**src/rtl/instr_fetch_unit.sv**
```systemverilog
// Instruction fetch stage: drives a synchronous-read memory and hides its 1-cycle latency
// behind a 2-entry {instr, pc} buffer with valid/ready output and branch redirect flush.
module instr_fetch_unit #(
   parameter int unsigned          DATA_W   = 16,
   parameter int unsigned          ADDR_W   = 8,
   parameter logic [ADDR_W-1:0]    RESET_PC = '0
) (
   input  logic              clk,
   input  logic              rst_n,
   output logic [ADDR_W-1:0] mem_read_addr,
   input  logic [DATA_W-1:0] mem_dout,
   input  logic              redirect_valid,
   input  logic [ADDR_W-1:0] redirect_pc,
   output logic              instr_valid,
   input  logic              instr_ready,
   output logic [DATA_W-1:0] instr,
   output logic [ADDR_W-1:0] instr_pc
);

   logic [ADDR_W-1:0] r_pc;
   logic [ADDR_W-1:0] r_inflight_pc;
   logic              r_inflight_valid;
   logic [DATA_W-1:0] r_fifo_instr [2];
   logic [ADDR_W-1:0] r_fifo_pc    [2];
   logic [1:0]        r_count;

   logic              w_instr_valid;
   logic              w_pop;
   logic              w_push;
   logic              w_issue;
   logic [2:0]        w_credit;

   always_comb begin
      w_instr_valid = (r_count != 2'd0) & ~redirect_valid;
      w_pop         = w_instr_valid & instr_ready;
      w_push        = r_inflight_valid & ~redirect_valid;
      // Buffered + in-flight words after this edge's pop must leave room for a new issue.
      w_credit      = {1'b0, r_count} + {2'b00, r_inflight_valid} - {2'b00, w_pop};
      w_issue       = ~redirect_valid & (w_credit < 3'd2);
   end

   always_ff @(posedge clk or negedge rst_n) begin
      if (!rst_n) begin
         r_pc             <= RESET_PC;
         r_inflight_valid <= 1'b0;
         r_inflight_pc    <= '0;
      end else if (redirect_valid) begin
         r_pc             <= redirect_pc;
         r_inflight_valid <= 1'b0;
      end else if (w_issue) begin
         r_pc             <= r_pc + ADDR_W'(1);
         r_inflight_valid <= 1'b1;
         r_inflight_pc    <= r_pc;
      end else begin
         r_inflight_valid <= 1'b0;
      end
   end

   // Shifting buffer: entry 0 is always the head.
   always_ff @(posedge clk or negedge rst_n) begin
      if (!rst_n) begin
         r_count         <= 2'd0;
         r_fifo_instr[0] <= '0;
         r_fifo_instr[1] <= '0;
         r_fifo_pc[0]    <= '0;
         r_fifo_pc[1]    <= '0;
      end else if (redirect_valid) begin
         r_count <= 2'd0;
      end else begin
         case ({w_push, w_pop})
            2'b10: begin
               r_fifo_instr[r_count[0]] <= mem_dout;
               r_fifo_pc[r_count[0]]    <= r_inflight_pc;
               r_count                  <= r_count + 2'd1;
            end
            2'b01: begin
               r_fifo_instr[0] <= r_fifo_instr[1];
               r_fifo_pc[0]    <= r_fifo_pc[1];
               r_count         <= r_count - 2'd1;
            end
            2'b11: begin
               if (r_count == 2'd1) begin
                  r_fifo_instr[0] <= mem_dout;
                  r_fifo_pc[0]    <= r_inflight_pc;
               end else begin
                  r_fifo_instr[0] <= r_fifo_instr[1];
                  r_fifo_pc[0]    <= r_fifo_pc[1];
                  r_fifo_instr[1] <= mem_dout;
                  r_fifo_pc[1]    <= r_inflight_pc;
               end
            end
            default: ;
         endcase
      end
   end

   assign mem_read_addr = r_pc;
   assign instr_valid   = w_instr_valid;
   assign instr         = r_fifo_instr[0];
   assign instr_pc      = r_fifo_pc[0];

   always @(posedge clk) begin
      if (rst_n) begin
         assert (r_count <= 2'd2);
         assert (({1'b0, r_count} + {2'b00, r_inflight_valid}) <= 3'd2);
         assert (!(w_push && (r_count == 2'd2) && !w_pop));
      end
   end

endmodule

```
**config.mk**
```make
export PLATFORM = sky130hd
export DESIGN_NAME = instr_fetch_unit
export DESIGN_NICKNAME = d
export VERILOG_FILES = /design/src/rtl/instr_fetch_unit.sv
export SDC_FILE = /design/constraint.sdc
export NUM_CORES = 1
export LEC_CHECK = 0
export CORE_ASPECT_RATIO = 1.75
export CORE_MARGIN = 2
export CORE_UTILIZATION = 57
export DETAILED_ROUTE_END_ITERATION = 16
export PLACE_DENSITY_LB_ADDON = 0.1
export SYNTH_ARGS = -nofsm -noshare
export SYNTH_HDL_FRONTEND = slang
export SYNTH_SLANG_ARGS = --single-unit
```
**constraint.sdc**
```tcl
create_clock -name clk -period 7.1 [get_ports clk]
set_input_delay 0.71 -clock clk [delete_from_list [all_inputs] [get_ports clk]]
set_output_delay 0.71 -clock clk [all_outputs]
set_load 0.02 [all_outputs]
```
==> flow_metrics.py <==
metrics = {
    "outcome": {
        "outcome": "finished, final reports clean",
    },
    "final_layout": {
        "nets": 402,
        "diodes": 0,
        "area_growth_pct": 18.28,
        "layout-drive-gt1-share_pct": 15.59,
        "final_common_cell": "dfrtp_1",
        "layout.cells.non_filler": 452,
        "finalInstanceArea_um2": 4187,
        "final_cell_mix": "dfrtp_1, clkdlybuf4s50_1, o21ai_0, mux2_2, nand2_1",
    },
    "route": {
        "drt-pass1-iter-count": 4,
        "drt_wl_total_um": 7054,
        "drt_iter0_drc": 172,
        "drc": 0,
        "viasPerCell": 5.785,
        "ant_nets": 0,
        "wl_per_cell_um": 15.61,
        "vias": 2615,
    },
    "global_routing": {
        "antenna_found_initial": 0,
        "grt_pass1_wl_um": 12160,
        "grt_pass1_vias": 2581,
        "overflow": 0,
        "grt_use_total_pct": 22.84,
        "grt_start_max_net_pins": 68,
    },
    "clock_tree": {
        "root_buffer": "clkbuf_8",
        "numCtsBuffers": 9,
        "post_cts_resized": 0,
        "clk_pin_slew_ns": 0.07,
        "cts_setup_buffers": 0,
        "cts.sinks": 67,
        "clock_latency_ns": 0.34,
        "cts_hold_buf": 0,
        "htreeDepth": 3,
        "cts_tree": "done",
        "cts_buffer_depth": 2,
    },
    "setup_path": {
        "crit_required_ns": 7.32,
        "crit_buf_inv": 1,
        "cpPeakStageDelay_ns": 0.79,
        "worstSetupEndpointType": "flop",
        "crit_slowest_cell": "clkdlybuf4s50_1",
        "cp_cell_sequence": "clkdlybuf4s50_1 -> nor3b_1 -> ha_1 -> nand2b_1 -> fa_1 -> xnor2_2 -> nand2_2 -> nor2_2 -> mux2_2",
        "cp_top_family": "simple AND/OR/NAND/NOR gates",
        "arrival_ns": 4.06,
        "critPathLaunchType": "input pin",
        "crit_type": "input pin to flop",
        "cp_max_fo": 23,
    },
    "synthesis": {
        "avgSynthCellArea_um2": 10.60,
        "synth-xor-area-share_pct": 2.439,
        "ys_ff_latch": 67,
        "yosys.area.top_type": "dfrtp_1",
        "synthAdderAreaFrac_pct": 2.333,
        "synth_cells": 334,
        "synth_compound_area_share_pct": 12.02,
        "ys_seq_area_share_pct": 47.37,
        "synth_top_family_by_area": "multiplexers",
        "synth_mux_area_share_pct": 17.82,
        "synth_simple_gate_area_share_pct": 10.07,
        "syn_area_um2": 3540,
        "syn_nets": 368,
        "ys_top_cells_by_area": "dfrtp_1, mux2_2, mux2i_1, a221oi_1, buf_4",
        "yosys_warnings": 0,
        "yosysTopAreaCellShare_pct": 47.37,
        "yosysUniqueCellTypes": 35,
    },
    "timing": {
        "setup_viol": 0,
        "final.min_clock_period_ns": 3.832,
        "finClkSkew_ns": 0.008550,
        "max_freq_mhz": 260.9,
        "grt_setup_unrepaired": "false",
        "setup_tns_ns": 0,
        "finalHoldViolCount": 0,
        "max_slew_margin_pct": 23.86,
        "max_slew.worst_pin.slew_ns": 1.136,
        "whs_ns": 0.4751,
        "fin_crit_sh_pct": 53.98,
        "timing.final.max_slew_violations": 0,
    },
    "power_and_ir_drop": {
        "peakVddDrop_v": 0.0002629,
        "leakage_nw": 1.729,
        "powerDensity_nw_per_um2": 424.2,
    },
    "die": {
        "die_area_um2": 6881,
        "ioPinCount": 61,
        "die_h_um": 108.2,
        "core_um2": 6086,
        "die_x_um": 63.57,
        "start_util_pct": 58.16,
        "num_rows": 38,
    },
    "place": {
        "dp_hpwl_um": 4627,
        "dpl_cell_area_um2": 4026,
        "dp_cells": 437,
        "io_buffers": 60,
        "gp_congestion": 0.7784,
    },
    "job": {
        "cap_violations": 0,
    },
    "min_path": {
        "hold_class": "flop to flop",
    },
}
[metal layers]
metal / track usage, % / share of wire [%] / wire length [um] / vias to the layer above
met1: 26.61 / 42 / 2994 / 1309
met2: 39.40 / 52 / 3645 / 62
met5: 0 / 0 / 0 / -
met4: 9.938 / 2.1 / 146 / 0
li1: - / - / - / 1231
met3: 5.931 / 3.8 / 267 / 13
[Yosys cell counts]
| cell | n |
|---|---|
| dfrtp_1 | 67 |
| o21ai_0 | 34 |
| mux2_2 | 32 |
| nand2_1 | 29 |
| mux2i_1 | 27 |
| nor2_1 | 27 |
| buf_4 | 24 |
| a221oi_1 | 21 |
| clkbuf_1 | 10 |
| buf_2 | 9 |
| a21oi_1 | 6 |
| xor2_1 | 6 |
| ha_1 | 5 |
| inv_1 | 5 |
| nand3_1 | 5 |
| nor2b_1 | 4 |
| and3_1 | 2 |
| nand2b_1 | 2 |
| nand4_1 | 2 |
| xnor2_1 | 2 |
| a211oi_1 | 1 |
| a31oi_1 | 1 |
| and2_1 | 1 |
| and4_1 | 1 |
| fa_1 | 1 |
| nand2_2 | 1 |
| nand4bb_1 | 1 |
| nor2_2 | 1 |
| nor3_1 | 1 |
| nor3b_1 | 1 |
| o2111ai_2 | 1 |
| o21ai_1 | 1 |
| o31ai_1 | 1 |
| or4_1 | 1 |
| xnor2_2 | 1 |
[through the flow]
stage               worst slack [ns]  total power [mW]  util [%]
floorplan                      4.099             1.314         -
global placement               2.999             1.485     66.16
detailed placement             2.896             1.519     66.16
CTS                            3.266             1.790     68.79
global route                   3.010             1.906     68.79
finish                         3.268             1.776     68.79
[sequential cells by signal, indices dropped and copies added (netlist names)]
| name | flops |
|---|---|
| r_inflight_valid | 1 |
| instr | 16 |
| r_inflight_pc | 8 |
| r_fifo_pc | 8 |
| r_count | 2 |
| instr_pc | 8 |
| r_fifo_instr | 16 |
| mem_read_addr | 8 |
[worst paths after layout]
kind / endpoint / cells past startpoint / startpoint / slack, ns
worst max-delay path: r_inflight_pc[1] / 9 / redirect_valid / 3.27
worst min-delay path: instr[3] / 2 / instr[3] / 0.48
worst max register to register: r_inflight_pc[1] / 10 / r_count[0] / 3.72
worst min register to register: instr[3] / 2 / instr[3] / 0.48
max in group asynchronous: r_fifo_pc[7] / 2 / rst_n / 5.99
min in group asynchronous: instr[8] / 2 / rst_n / 0.53
[tightest hold or removal path, stage by stage, from the launching register on]
cell	delay (ns)
dfrtp_1	0.34
nand2_1	0.04
o21ai_0	0.06
[power breakdown]
part / internal [mW] / switching (mW)
registers: 0.551 / 0.138
logic: 0.414 / 0.405
clock network: 0.133 / 0.136
[layout make-up]
type                    instances  area, um^2
well taps                      80       100.1
clock buffers                  12       145.1
flip-flops and latches         67        1677
repair buffers                 66       640.6
clock inverters                 3       15.01
multi-input cells             219        1590
inverters                       5       18.77
fillers                       537        1899
[cells by family after synthesis]
family / count (synthesis)
buffers and inverters: 48
adder cells (fa/ha/maj): 6
flip-flops: 67
XOR/XNOR: 9
multiplexers: 59
AO/OA/AOI/OAI: 66
AND/OR/NAND/NOR: 79
(Power assumes the default switching activity.)
